--- config.mk ---
export PLATFORM = sky130hd
export DESIGN_NAME = branch_predictor
export DESIGN_NICKNAME = d
export VERILOG_FILES = /design/src/rtl/branch_predictor.sv
export SDC_FILE = /design/constraint.sdc
export NUM_CORES = 1
export LEC_CHECK = 0
export ABC_AREA = 0
export CORE_UTILIZATION = 38
export DETAILED_ROUTE_END_ITERATION = 8
export PLACE_DENSITY = 0.67
export SYNTH_ARGS = -nofsm -noshare
export SYNTH_HDL_FRONTEND = slang
export SYNTH_SLANG_ARGS = --single-unit
--- constraint.sdc ---
create_clock -name clk -period 3.65 [get_ports clk]
set_clock_uncertainty 0.1 [all_clocks]
set_input_delay 0.5475 -clock clk [delete_from_list [all_inputs] [get_ports clk]]
set_output_delay 0.5475 -clock clk [all_outputs]
set_load 0.005 [all_outputs]
--- src/rtl/branch_predictor.sv ---
// Gshare branch predictor: 2-bit counters indexed by PC ^ global history,
// trained from execute-stage resolutions, with branch/mispredict counters.
module branch_predictor #(
    parameter int unsigned IDX_BITS  = 6,
    parameter int unsigned HIST_BITS = 4
) (
    input  logic        clk,
    input  logic        rst,
    input  logic [31:0] decode_pc,
    input  logic [31:0] decode_inst,
    output logic        predict,
    input  logic        pred_en,
    input  logic        result,
    output logic [31:0] branch_count,
    output logic [31:0] mispredict_count
);

    localparam int unsigned ENTRIES      = 1 << IDX_BITS;
    localparam logic [4:0]  OPC_BRANCH_5 = 5'b11000;
    localparam logic [1:0]  CNT_WEAK_NT  = 2'b01;

    logic [1:0]           tbl_q [ENTRIES];
    logic [1:0]           tbl_d [ENTRIES];
    logic [HIST_BITS-1:0] ghr_q, ghr_d;
    logic [IDX_BITS-1:0]  e_idx_q;
    logic                 e_pred_q;
    logic [31:0]          bcnt_q, bcnt_d;
    logic [31:0]          mcnt_q, mcnt_d;

    logic [IDX_BITS-1:0]  d_idx;
    logic [IDX_BITS-1:0]  ghr_ext;
    logic                 is_branch;
    logic [1:0]           cur_cnt;
    logic [1:0]           new_cnt;
    logic                 unused_bits;

    assign unused_bits = ^{decode_pc[31:IDX_BITS+2], decode_pc[1:0],
                           decode_inst[31:7], decode_inst[1:0]};

    assign ghr_ext   = IDX_BITS'(ghr_q);
    assign d_idx     = decode_pc[IDX_BITS+1:2] ^ ghr_ext;
    assign is_branch = (decode_inst[6:2] == OPC_BRANCH_5);

    // Read-before-write: the table is read from registered state only.
    assign predict = is_branch & tbl_q[d_idx][1];

    assign cur_cnt = tbl_q[e_idx_q];

    always_comb begin
        new_cnt = cur_cnt;
        if (result) begin
            if (cur_cnt != 2'b11) new_cnt = cur_cnt + 2'd1;
        end else begin
            if (cur_cnt != 2'b00) new_cnt = cur_cnt - 2'd1;
        end
    end

    generate
        if (HIST_BITS == 1) begin : g_hist1
            always_comb begin
                ghr_d = ghr_q;
                if (pred_en) ghr_d = result;
            end
        end else begin : g_histn
            always_comb begin
                ghr_d = ghr_q;
                if (pred_en) ghr_d = {ghr_q[HIST_BITS-2:0], result};
            end
        end
    endgenerate

    always_comb begin
        tbl_d  = tbl_q;
        bcnt_d = bcnt_q;
        mcnt_d = mcnt_q;
        if (pred_en) begin
            tbl_d[e_idx_q] = new_cnt;
            bcnt_d         = bcnt_q + 32'd1;
            if (e_pred_q != result) mcnt_d = mcnt_q + 32'd1;
        end
    end

    always_ff @(posedge clk or negedge rst) begin
        if (!rst) begin
            for (int i = 0; i < ENTRIES; i++) tbl_q[i] <= CNT_WEAK_NT;
            ghr_q    <= '0;
            e_idx_q  <= '0;
            e_pred_q <= 1'b0;
            bcnt_q   <= '0;
            mcnt_q   <= '0;
        end else begin
            tbl_q    <= tbl_d;
            ghr_q    <= ghr_d;
            e_idx_q  <= d_idx;
            e_pred_q <= predict;
            bcnt_q   <= bcnt_d;
            mcnt_q   <= mcnt_d;
        end
    end

    assign branch_count     = bcnt_q;
    assign mispredict_count = mcnt_q;

endmodule
==> out/results.md, run 1 <==
| Quantity | This run |
|:---|:---|
| Clock network latency to the later pin of the worst-skew pair | 0.51 ns |
| X dimension of the die | 167.4 um |
| Final design instance area without fill | 12460 um^2 |
| Most common library cell in the layout ignoring fill and taps | sky130_fd_sc_hd__nand2_1 |
| Worst setup path class | register to output port |
| Worst setup EP type | output port |
| Area growth from synthesis to layout | 19.89% |
| Total power per unit cell area | 707.4 nW/um^2 |
| Clock transition time at the flip-flop clock pins of the worst setup and hold paths | 0.06 ns |
| Number of enable-type register cells in the synthesized netlist | 0 |
| Antenna-violating nets left | 0 |
| Clock network fraction of total power | 0.251 |
| First-pass GRT wire length | 44.51 mm |
| Critical path data required time | 3.00 ns |
| Leakage | 4.886 nW |
| Top_reg_cell synth | sky130_fd_sc_hd__dfrtp_1 |
| Filler-free cell count of the finished design | 1449 |
| Cell count after synthesis | 1008 |
| Hpwl dp | 17.69 mm |
| Portion of total power attributed to sequential cells | 0.431 |
| Worst hold slack | 0.02537 ns |
| Share of post-route cells with drive strength above 1 | 0.1868 |
| Logic gate share of total power | 0.318 |
| CTS HTree Levels | 1 |
| Y dimension of the die | 167.4 um |
| Max Clk Rate | 272.3 MHz |
| Transition time at the pin with the least slew margin | 0.9564 ns |
| Starting utilization of the core area | 0.3867 |
| Crit path arrival time | 3.03 ns |
| Synth Cell Area | 10390 um^2 |
| Placed cell count | 1404 |
| Antenna fix cells | 0 |
| Final Power | 0.008815 W |
| FILL cells | 2448 |
| Die area | 28020 um^2 |
| Final WL | 27.30 mm |
| Share of the cycle needed by the critical path after routing | 1.006 |
| Final hold violation count | 0 |
| Global-route congestion overflow total | 0 |
| Number of optimization iterations in the first detailed-route pass | 8 |
| Core Region | 26880 um^2 |
| Post-detailed-placement cell area | 11670 um^2 |
| Std cell rows | 60 |
| Status | finished with violations |
| Final RePlAce weighted congestion | 0.8558 |
| Drt via density | 5.678 |
| Setup TNS Final | -0.02255 ns |
| CTS root buf | sky130_fd_sc_hd__clkbuf_16 |
| Startpoint types | register |
| Final nets | 1161 |
| Wire per inst | 18.84 um |
| Sw Ratio | 0.3417 |
| Number of antenna violations at the first check in global routing | 0 |
| Post-synthesis register bit count | 203 |
| Slew margin rel. | 0.3610 |
| Critical-path maximum fanout | 9 |
| DRC violations left | 0 |
| CTS sink cnt | 203 |
| Violations in the final reports | setup timing |
| Number of CTS-inserted buffers | 23 |
| Sequential area share after synthesis | 0.4964 |
| IO Pins | 133 |
| Unique masters post-synth | 63 |
| Internal | 0.005803 W |
| Largest net degree at the start of global routing | 113 |
| Pins over their slew limit | 0 |
| Post-route setup slack | -0.02255 ns |
| Nets in the synthesized netlist | 1078 |
| Number of failing setup endpoints in the final timing report | 1 |
| Highest ir drop seen on vdd | 0.0003598 V |
| Switch Pwr | 0.003012 W |
| Vias in the first global route | 8048 |
| Maximum Capacitance Violations | 0 |
| Max Buffers Root-to-Sink | 3 |
| Total number of vias | 8228 |
| Worst hold path class | input pin to asynchronous set/reset pin |
| Count of buffers from port buffering | 79 |
| Commonest cells after routing, fill and taps aside | sky130_fd_sc_hd__nand2_1, sky130_fd_sc_hd__nor2_1, sky130_fd_sc_hd__dfrtp_1, sky130_fd_sc_hd__clkdlybuf4s50_1, sky130_fd_sc_hd__a31oi_1 |
| Final critical path time including I/O delays and setup | 3.673 ns |
| Synthesis warning total | 0 |
| Unrepaired setup endpoints after global routing | true |
| Initial detailed-routing violation count | 891 |
| Share of flip-flops with an asynchronous set or reset after synthesis | 1.000 |
| Clock tree from TritonCTS | done |
| Average cell area after synthesis | 10.31 um^2 |
| Total global-route track usage | 0.1975 |
-- registers in the layout, summed over array words and instances, names as in the netlist --
signal,cells
ghr_q,4
mispredict_count,32
branch_count,32
tbl_q,128
e_pred_q,1
e_idx_q,6
-- timing repair --
action	CTS	global route
gates resized for setup	10	4
gates cloned	1	0
hold buffers	0	0
buffers inserted	3	0
pin swaps	2	0
hold endpoints to repair	0	0
setup endpoints to repair	1	1
-- cell families (layout without fill, tap and decap cells) --
| logic type | count (synthesis) | count (layout) | synth area share |
|---|---|---|---|
| buf+inv | 62 | 162 | 0.03419 |
| xor+xnor | 67 | 67 | 0.05646 |
| compound gates | 185 | 185 | 0.1245 |
| simple gates | 419 | 419 | 0.1780 |
| mux | 70 | 70 | 0.1080 |
| flops | 203 | 203 | 0.4964 |
| fa+ha+maj | 2 | 2 | 0.002407 |
-- power groups by stage --
stage	clock, W	sequential (W)	combinational, W
floorplan	0	0.00358	0.00204
global placement	0	0.00378	0.00267
detailed placement	0	0.00381	0.00274
CTS	0.00227	0.00378	0.00278
global route	0.00238	0.00389	0.00306
finish	0.00222	0.00380	0.00280
-- synthesized netlist by cell type (3+ instances only) --
master	count	area (um^2)
sky130_fd_sc_hd__mux2_2	13	146.4
sky130_fd_sc_hd__and3_1	10	62.56
sky130_fd_sc_hd__nand3_1	24	120.1
sky130_fd_sc_hd__inv_1	4	15.01
sky130_fd_sc_hd__dfrtp_1	139	3478
sky130_fd_sc_hd__buf_6	9	101.4
sky130_fd_sc_hd__o21ai_0	16	80.08
sky130_fd_sc_hd__and4_1	7	61.31
sky130_fd_sc_hd__nand4_1	16	100.1
sky130_fd_sc_hd__or3_1	3	18.77
sky130_fd_sc_hd__and2_1	6	37.54
sky130_fd_sc_hd__nand2_1	161	604.3
sky130_fd_sc_hd__buf_1	4	15.01
sky130_fd_sc_hd__nand3b_1	4	30.03
sky130_fd_sc_hd__mux2i_1	24	240.2
sky130_fd_sc_hd__clkbuf_1	16	60.06
sky130_fd_sc_hd__nor3_1	10	50.05
sky130_fd_sc_hd__xnor2_1	48	420.4
sky130_fd_sc_hd__nor2_1	157	589.3
sky130_fd_sc_hd__mux4_2	31	698.2
sky130_fd_sc_hd__a31oi_1	65	406.6
sky130_fd_sc_hd__dfstp_2	64	1682
sky130_fd_sc_hd__or2_2	3	18.77
sky130_fd_sc_hd__xor2_1	19	166.4
sky130_fd_sc_hd__nor2b_1	3	18.77
sky130_fd_sc_hd__o41ai_1	10	87.58
sky130_fd_sc_hd__a22oi_1	9	67.56
sky130_fd_sc_hd__a221oi_1	6	52.55
sky130_fd_sc_hd__a21oi_1	10	50.05
sky130_fd_sc_hd__o31ai_1	54	405.4
sky130_fd_sc_hd__buf_2	25	125.1
sky130_fd_sc_hd__o21ai_1	3	15.01
-- worst max-delay path, cell delays in order (launching register included) --
cell	delay (ns)
sky130_fd_sc_hd__dfrtp_2	0.44
sky130_fd_sc_hd__xor2_4	0.22
sky130_fd_sc_hd__buf_12	0.18
sky130_fd_sc_hd__mux4_2	0.52
sky130_fd_sc_hd__mux4_2	0.49
sky130_fd_sc_hd__mux2_4	0.29
sky130_fd_sc_hd__a21oi_4	0.17
sky130_fd_sc_hd__nor3_2	0.06
sky130_fd_sc_hd__buf_2	0.14
-- routing by layer --
metal	GRT usage	share of wire	vias up
met5	0	0	-
met3	0.03687	0.072	68
met2	0.3042	0.45	339
met1	0.2804	0.45	4005
li1	-	-	3816
met4	0.06382	0.029	0
-- worst paths after layout --
| check | start | end | slack (ns) | depth (start not counted) |
|---|---|---|---|---|
| worst max register to register | e_idx_q[0] | tbl_q[113] | 0.37 | 9 |
| max in group asynchronous | rst | tbl_q[80] | 2.50 | 2 |
| worst min register to register | tbl_q[52] | tbl_q[52] | 0.36 | 2 |
| worst max-delay path | ghr_q[0] | predict | -0.02 | 8 |
| worst min-delay path | rst | mispredict_count[11] | 0.03 | 1 |
| min in group clk | tbl_q[52] | tbl_q[52] | 0.36 | 2 |
-- metrics by stage --
| stage | setup slack, ns | util |
|---|---|---|
| 2_1_floorplan | 0.03807 | - |
| 3_3_place_gp | -0.4981 | 0.4341 |
| 3_5_place_dp | -0.5173 | 0.4341 |
| 4_1_cts | -0.07707 | 0.4640 |
| 5_1_grt | -0.1009 | 0.4636 |
| 6_report | -0.02255 | 0.4636 |
-- layout make-up --
cell class                 instances  area, um^2  share of cell area
clock buffer                      32       669.4             0.05372
clock inverter                    10       57.56            0.004619
inverter                           5       18.77            0.001506
multi-input combinational        743        4942              0.3966
sequential                       203        5162              0.4143
tap                              341       426.7             0.03424
timing repair buffer             115        1184             0.09499
No activity file was read; power rests on OpenSTA's default activity.
==> run 2: changes to the inputs <==
--- a/config.mk
+++ b/config.mk
@@ -9,6 +9,7 @@
 export CORE_UTILIZATION = 38
 export DETAILED_ROUTE_END_ITERATION = 8
 export PLACE_DENSITY = 0.67
+export SETUP_SLACK_MARGIN = 0.05
 export SYNTH_ARGS = -nofsm -noshare
 export SYNTH_HDL_FRONTEND = slang
 export SYNTH_SLANG_ARGS = --single-unit
==> run 2 against run 1 <==
  * The run still ends with setup timing left
  * Total power increased by 1.0%
  * Utilization up 0.19 points
  * Count of clock-buffer cells in the layout rose by 2
  * Worst setup slack improved by 0.0070 ns
  * Fmax increased by 0.19%
  * Register-to-register slack barely moved
  * Sequential power about the same
  * Worst hold slack improved by 0.34 ns
  * Largest power group unchanged
==> out/results.md, run 2 (same netlist as run 1, synthesis figures left out) <==
| Quantity | This run | Change |
|:---|:---|:---|
| Maximum Capacitance Violations | 0 | unchanged |
| Worst hold path class | register to register |  |
| Starting utilization of the core area | 0.3867 | unchanged |
| Commonest cells after routing, fill and taps aside | sky130_fd_sc_hd__nand2_1, sky130_fd_sc_hd__nor2_1, sky130_fd_sc_hd__dfrtp_1, sky130_fd_sc_hd__clkdlybuf4s50_1, sky130_fd_sc_hd__a31oi_1 |  |
| Register ranked first by flip-flop count | tbl_q |  |
| Final core utilization | 0.4655 | +0.001862 |
| Clock network latency to the later pin of the worst-skew pair | 0.52 ns | about the same |
| Std cell rows | 60 | unchanged |
| X dimension of the die | 167.4 um | unchanged |
| Final WL | 27.08 mm | -0.80% |
| Number of CTS-inserted buffers | 24 | +4.3% |
| Final nets | 1164 | +0.26% |
| Startpoint types | register |  |
| Core Region | 26880 um^2 | unchanged |
| Number of antenna violations at the first check in global routing | 0 | unchanged |
| Hpwl dp | 17.70 mm | about the same |
| Final hold violation count | 0 | unchanged |
| Met1 track demand over resource in global routing | 0.2798 | -0.0006030 |
| Antenna-violating nets left | 0 | unchanged |
| Transition time at the pin with the least slew margin | 0.9441 ns | -0.01239 ns |
| Worst hold slack | 0.3638 ns | +0.3384 ns |
| Clock tree from TritonCTS | done |  |
| Number of optimization iterations in the first detailed-route pass | 5 | -3 |
| First-pass GRT wire length | 44.41 mm | -0.22% |
| Antenna fix cells | 0 | unchanged |
| Share of post-route cells with drive strength above 1 | 0.1854 | -0.001405 |
| Share of the cycle needed by the critical path after routing | 1.004 | -0.001911 |
| Unrepaired setup endpoints after global routing | true |  |
| Final critical path time including I/O delays and setup | 3.666 ns | -0.006975 ns |
| Slew margin rel. | 0.3693 | +0.008276 |
| Status | finished with violations |  |
| Worst setup EP type | output port |  |
| Met3 Use GR | 0.03096 | -0.005909 |
| Initial detailed-routing violation count | 902 | +1.2% |
| Met2 usage in global routing | 0.3063 | +0.002174 |
| Max Clk Rate | 272.8 MHz | +0.19% |
| CTS HTree Levels | 1 | unchanged |
| Y dimension of the die | 167.4 um | unchanged |
| Critical-path maximum fanout | 9 | unchanged |
| Drt via density | 5.651 | -0.49% |
| Max Buffers Root-to-Sink | 3 | unchanged |
| Die area | 28020 um^2 | unchanged |
| Leakage | 4.906 nW | +0.40% |
| Area growth from synthesis to layout | 20.37% |  |
| Critical path data required time | 3.00 ns | about the same |
| Highest ir drop seen on vdd | 0.0004215 V | +17% |
| Total number of vias | 8205 | -0.28% |
| Final RePlAce weighted congestion | 0.8633 | +0.88% |
| Total global-route track usage | 0.1955 | -0.001957 |
| Violations in the final reports | setup timing |  |
| Busiest layer in global routing | met2 |  |
| IO Pins | 133 | unchanged |
| DRC violations left | 0 | unchanged |
| Post-route setup slack | -0.01557 ns | +0.006975 ns |
| Worst setup path class | register to output port |  |
| CTS sink cnt | 203 | unchanged |
| Wire per inst | 18.65 um | -1.0% |
| Crit path arrival time | 3.02 ns | about the same |
| Number of failing setup endpoints in the final timing report | 1 | unchanged |
| CTS root buf | sky130_fd_sc_hd__clkbuf_16 |  |
| Pins over their slew limit | 0 | unchanged |
| Count of buffers from port buffering | 79 | unchanged |
| Most common library cell in the layout ignoring fill and taps | sky130_fd_sc_hd__nand2_1 |  |
| Max FFs per register | 128 | unchanged |
| Global-route congestion overflow total | 0 | unchanged |
| Clock transition time at the flip-flop clock pins of the worst setup and hold paths | 0.06 ns | about the same |
| FILL cells | 2448 | unchanged |
| Vias in the first global route | 8074 | +0.32% |
| Total power per unit cell area | 711.7 nW/um^2 | +0.61% |
| Largest net degree at the start of global routing | 77 | -32% |
[run 2: changes by cell type in the layout (fill, tap and decap cells not counted), sizes merged]
cell	previous run	this run
clkbuf	33	35
inv	7	5
clkinv	7	5
dlygate4sd3	0	1
clkinvlp	1	3
bufinv	0	1
buf	37	38
[run 2: worst max-delay path, cell delays in order, from the launching register on]
cell                      delay [ns]
sky130_fd_sc_hd__dfrtp_2        0.43
sky130_fd_sc_hd__xor2_4         0.21
sky130_fd_sc_hd__buf_12         0.18
sky130_fd_sc_hd__mux4_2         0.51
sky130_fd_sc_hd__mux4_2         0.50
sky130_fd_sc_hd__mux2_4         0.30
sky130_fd_sc_hd__a21oi_4        0.17
sky130_fd_sc_hd__nor3_2         0.06
sky130_fd_sc_hd__buf_2          0.14
[run 2: worst paths after layout]
path	startpoint	to	slack [ns]	depth (start not counted)
max	ghr_q[0]	predict	-0.02	8
min	tbl_q[28]	tbl_q[28]	0.36	2
max reg2reg	e_idx_q[1]	tbl_q[110]	0.38	9
min reg2reg	tbl_q[28]	tbl_q[28]	0.36	2
max in group asynchronous	rst	e_idx_q[2]	1.95	3
min in group asynchronous	rst	mispredict_count[9]	0.51	2
[run 2: power breakdown]
| part | total [W] | internal, W | switching, W |
|---|---|---|---|
| clock network | 0.00233 | 0.00141 | 0.000926 |
| logic | 0.00276 | 0.00131 | 0.00145 |
| registers | 0.00381 | 0.00320 | 0.000614 |
[run 2: stage by stage]
stage	setup slack, ns	total power [W]	area [um^2]	instances	TNS [ns]
after floorplan	0.3102	0.005619	10400	1008	0
after global placement	-0.5010	0.006439	11660	1405	-0.5010
after detailed placement	-0.5711	0.006534	11660	1405	-0.5711
after CTS	-0.06574	0.008934	12530	1453	-0.06574
after global routing	-0.1043	0.009416	12510	1452	-0.1043
final	-0.01557	0.008904	12510	1452	-0.01557
[run 2: per-layer routing]
metal,vias to the layer above,share of wire
met5,-,0
met4,0,0.025
met3,48,0.062
met2,320,0.45
met1,4025,0.46
li1,3812,-
[run 2: layout make-up]
class	count	area (um^2)	area share
well taps	341	426.7	0.03410
clock inverters	9	77.57	0.006201
flip-flops and latches	203	5162	0.4126
clock buffers	34	700.7	0.05601
repair buffers	117	1189	0.09501
inverters	5	18.77	0.001500
multi-input cells	743	4936	0.3945
[run 2: repair_timing]
item	4_1_cts	5_1_grt
endpoints found under the setup margin	1	1
hold buffers	1	0
resized for setup	10	2
gates cloned	1	0
hold endpoints to repair	35	0
pin swaps	2	1
setup buffers	3	0
==> run 3: changes to the inputs <==
--- a/config.mk
+++ b/config.mk
@@ -8,8 +8,10 @@
 export ABC_AREA = 0
 export CORE_UTILIZATION = 38
 export DETAILED_ROUTE_END_ITERATION = 8
+export GPL_ROUTABILITY_DRIVEN = 0
 export PLACE_DENSITY = 0.67
 export SETUP_SLACK_MARGIN = 0.05
+export SKIP_CTS_REPAIR_TIMING = 1
 export SYNTH_ARGS = -nofsm -noshare
 export SYNTH_HDL_FRONTEND = slang
 export SYNTH_SLANG_ARGS = --single-unit
==> run 3 against run 2 <==
  * The run ends with hold timing, setup timing left
  * Combinational power about the same
  * Final area up 0.22%
  * Highest routed layer unchanged
  * Non-clock buffer count is 2 higher
  * Count of clock-buffer cells in the layout unchanged
  * Via count increased by 0.68%
==> out/results.md, run 3 (same netlist as run 1, synthesis figures left out) <==
| Quantity | This run | Change |
|:---|:---|:---|
| Starting utilization of the core area | 0.3867 | unchanged |
| IO Pins | 133 | unchanged |
| Worst path most repeated cell | sky130_fd_sc_hd__mux4_2 |  |
| Hpwl dp | 17.70 mm | unchanged |
| Drt via density | 5.682 | +0.54% |
| Count of buffers from port buffering | 79 | unchanged |
| CTS HTree Levels | 1 | unchanged |
| Clock network latency to the later pin of the worst-skew pair | 0.52 ns | about the same |
| Core Region | 26880 um^2 | unchanged |
| Highest ir drop seen on vdd | 0.0004150 V | -1.5% |
| Worst hold path class | input pin to asynchronous set/reset pin |  |
| Final Power | 0.008899 W | about the same |
| Worst path cell trace | xor2_4 > clkbuf_16 > mux4_2 > mux4_2 > mux2i_1 > nor2_1 > a21oi_2 > nor3_2 > clkbuf_2 |  |
| Antenna fix cells | 0 | unchanged |
| Std cell rows | 60 | unchanged |
| Number of CTS-inserted buffers | 24 | unchanged |
| Pins over their slew limit | 0 | unchanged |
| Share of post-route cells with drive strength above 1 | 0.1878 | +0.002362 |
| Critical-path maximum fanout | 8 | -1 |
| Final nets | 1166 | +0.17% |
| Max FFs per register | 128 | unchanged |
| Register ranked first by flip-flop count | tbl_q |  |
| Initial detailed-routing violation count | 932 | +3.3% |
| Total global-route track usage | 0.1941 | -0.001469 |
| Maximum Capacitance Violations | 0 | unchanged |
| CTS root buf | sky130_fd_sc_hd__clkbuf_16 |  |
| Startpoint types | register |  |
| Worst hold slack | -0.06207 ns | -0.4258 ns |
| CTS sink cnt | 203 | unchanged |
| Crit-path max cell delay | 0.49 ns | -0.02 ns |
| Max Buffers Root-to-Sink | 3 | unchanged |
| Unrepaired setup endpoints after global routing | true |  |
| Max Clk Rate | 269.2 MHz | -1.3% |
| Placed cell count | 1405 | unchanged |
| Total buffers and inverters traversed by the critical path | 2 | unchanged |
| Commonest cells after routing, fill and taps aside | sky130_fd_sc_hd__nand2_1, sky130_fd_sc_hd__nor2_1, sky130_fd_sc_hd__dfrtp_1, sky130_fd_sc_hd__clkdlybuf4s50_1, sky130_fd_sc_hd__a31oi_1 |  |
| Topmost layer with routed signal wires | met4 |  |
| Total power per unit cell area | 709.8 nW/um^2 | -0.28% |
| Filler-free cell count of the finished design | 1454 | +0.14% |
| Kind of cell with the highest combined delay on the critical path | multiplexers |  |
| Routed length on met3 | 1.744 mm | +3.1% |
| Critical Path Stages | 9 | +1 |
| Antenna-violating nets left | 0 | unchanged |
| Wire per inst | 18.61 um | -0.18% |
| Crit path arrival time | 3.07 ns | +0.05 ns |
| Number of antenna violations at the first check in global routing | 0 | unchanged |
| DRC violations left | 0 | unchanged |
| Setup TNS Final | -0.06494 ns | -0.04936 ns |
| Vias in the first global route | 8051 | -0.28% |
| Total number of vias | 8261 | +0.68% |
| Leakage | 4.929 nW | +0.46% |
| Worst setup path class | register to output port |  |
| Largest net degree at the start of global routing | 77 | unchanged |
| Slew margin rel. | 0.3460 | -0.02331 |
| Final critical path time including I/O delays and setup | 3.715 ns | +0.04936 ns |
| Slowest cell on crit path | sky130_fd_sc_hd__mux4_2 |  |
| Global-route congestion overflow total | 0 | unchanged |
| Critical path data required time | 3.00 ns | about the same |
| Final hold violation count | 31 | +31 |
| Number of failing setup endpoints in the final timing report | 1 | unchanged |
| Area growth from synthesis to layout | 20.63% |  |
| First-pass GRT wire length | 44.16 mm | -0.56% |
| Transition time at the pin with the least slew margin | 0.9789 ns | +0.03488 ns |
| Die area | 28020 um^2 | unchanged |
| Metal-1 WL | 12.48 mm | -0.24% |
| Clock transition time at the flip-flop clock pins of the worst setup and hold paths | 0.06 ns | about the same |
| Y dimension of the die | 167.4 um | unchanged |
| Total met2 wirelength after detailed routing | 12.18 mm | -0.11% |
| Post-route setup slack | -0.06494 ns | -0.04936 ns |
| Final WL | 27.07 mm | about the same |
| Number of optimization iterations in the first detailed-route pass | 5 | unchanged |
| Share of the cycle needed by the critical path after routing | 1.018 | +0.01352 |
| X dimension of the die | 167.4 um | unchanged |
| Violations in the final reports | hold timing, setup timing |  |
| Status | finished with violations |  |
| Worst R2R Path Depth | 9 | unchanged |
| Worst setup EP type | output port |  |
| Most common library cell in the layout ignoring fill and taps | sky130_fd_sc_hd__nand2_1 |  |
| Clock tree from TritonCTS | done |  |
-- run 3: layout make-up --
| type | count | area (um^2) |
|---|---|---|
| clock buffers | 34 | 700.7 |
| clock inverters | 9 | 77.57 |
| fillers | 2446 | 14340 |
| inverters | 5 | 18.77 |
| multi-input cells | 743 | 4925 |
| flip-flops and latches | 203 | 5162 |
| well taps | 341 | 426.7 |
| repair buffers | 119 | 1227 |
-- run 3: power by group --
| group | switching [W] | internal (W) |
|---|---|---|
| Clock | 0.000930 | 0.00141 |
| Combinational | 0.00144 | 0.00131 |
| Sequential | 0.000615 | 0.00320 |
| Total | 0.00299 | 0.00591 |
-- run 3: final timing paths --
check                            from                  end  slack [ns]
setup reg to reg           e_idx_q[1]           tbl_q[110]        0.41
hold / removal                    rst  mispredict_count[9]       -0.06
setup / recovery             ghr_q[0]              predict       -0.06
min in group clk            tbl_q[28]            tbl_q[28]        0.36
max in group asynchronous         rst           e_idx_q[2]        2.52
hold reg to reg             tbl_q[28]            tbl_q[28]        0.36
-- run 3: through the flow --
stage,setup slack (ns),cell area [um^2],util
5_1_grt,-0.1761,12540,0.4665
3_3_place_gp,-0.5010,11660,0.4339
3_5_place_dp,-0.5711,11660,0.4339
6_report,-0.06494,12540,0.4665
4_1_cts,-0.5972,12440,0.4628
2_1_floorplan,0.3102,10400,-
-- run 3: layer usage --
layer / vias to the layer above / global-route usage
met5: - / 0
met4: 0 / 0.05544
met3: 53 / 0.03120
met2: 325 / 0.3029
met1: 4050 / 0.2784
li1: 3833 / -
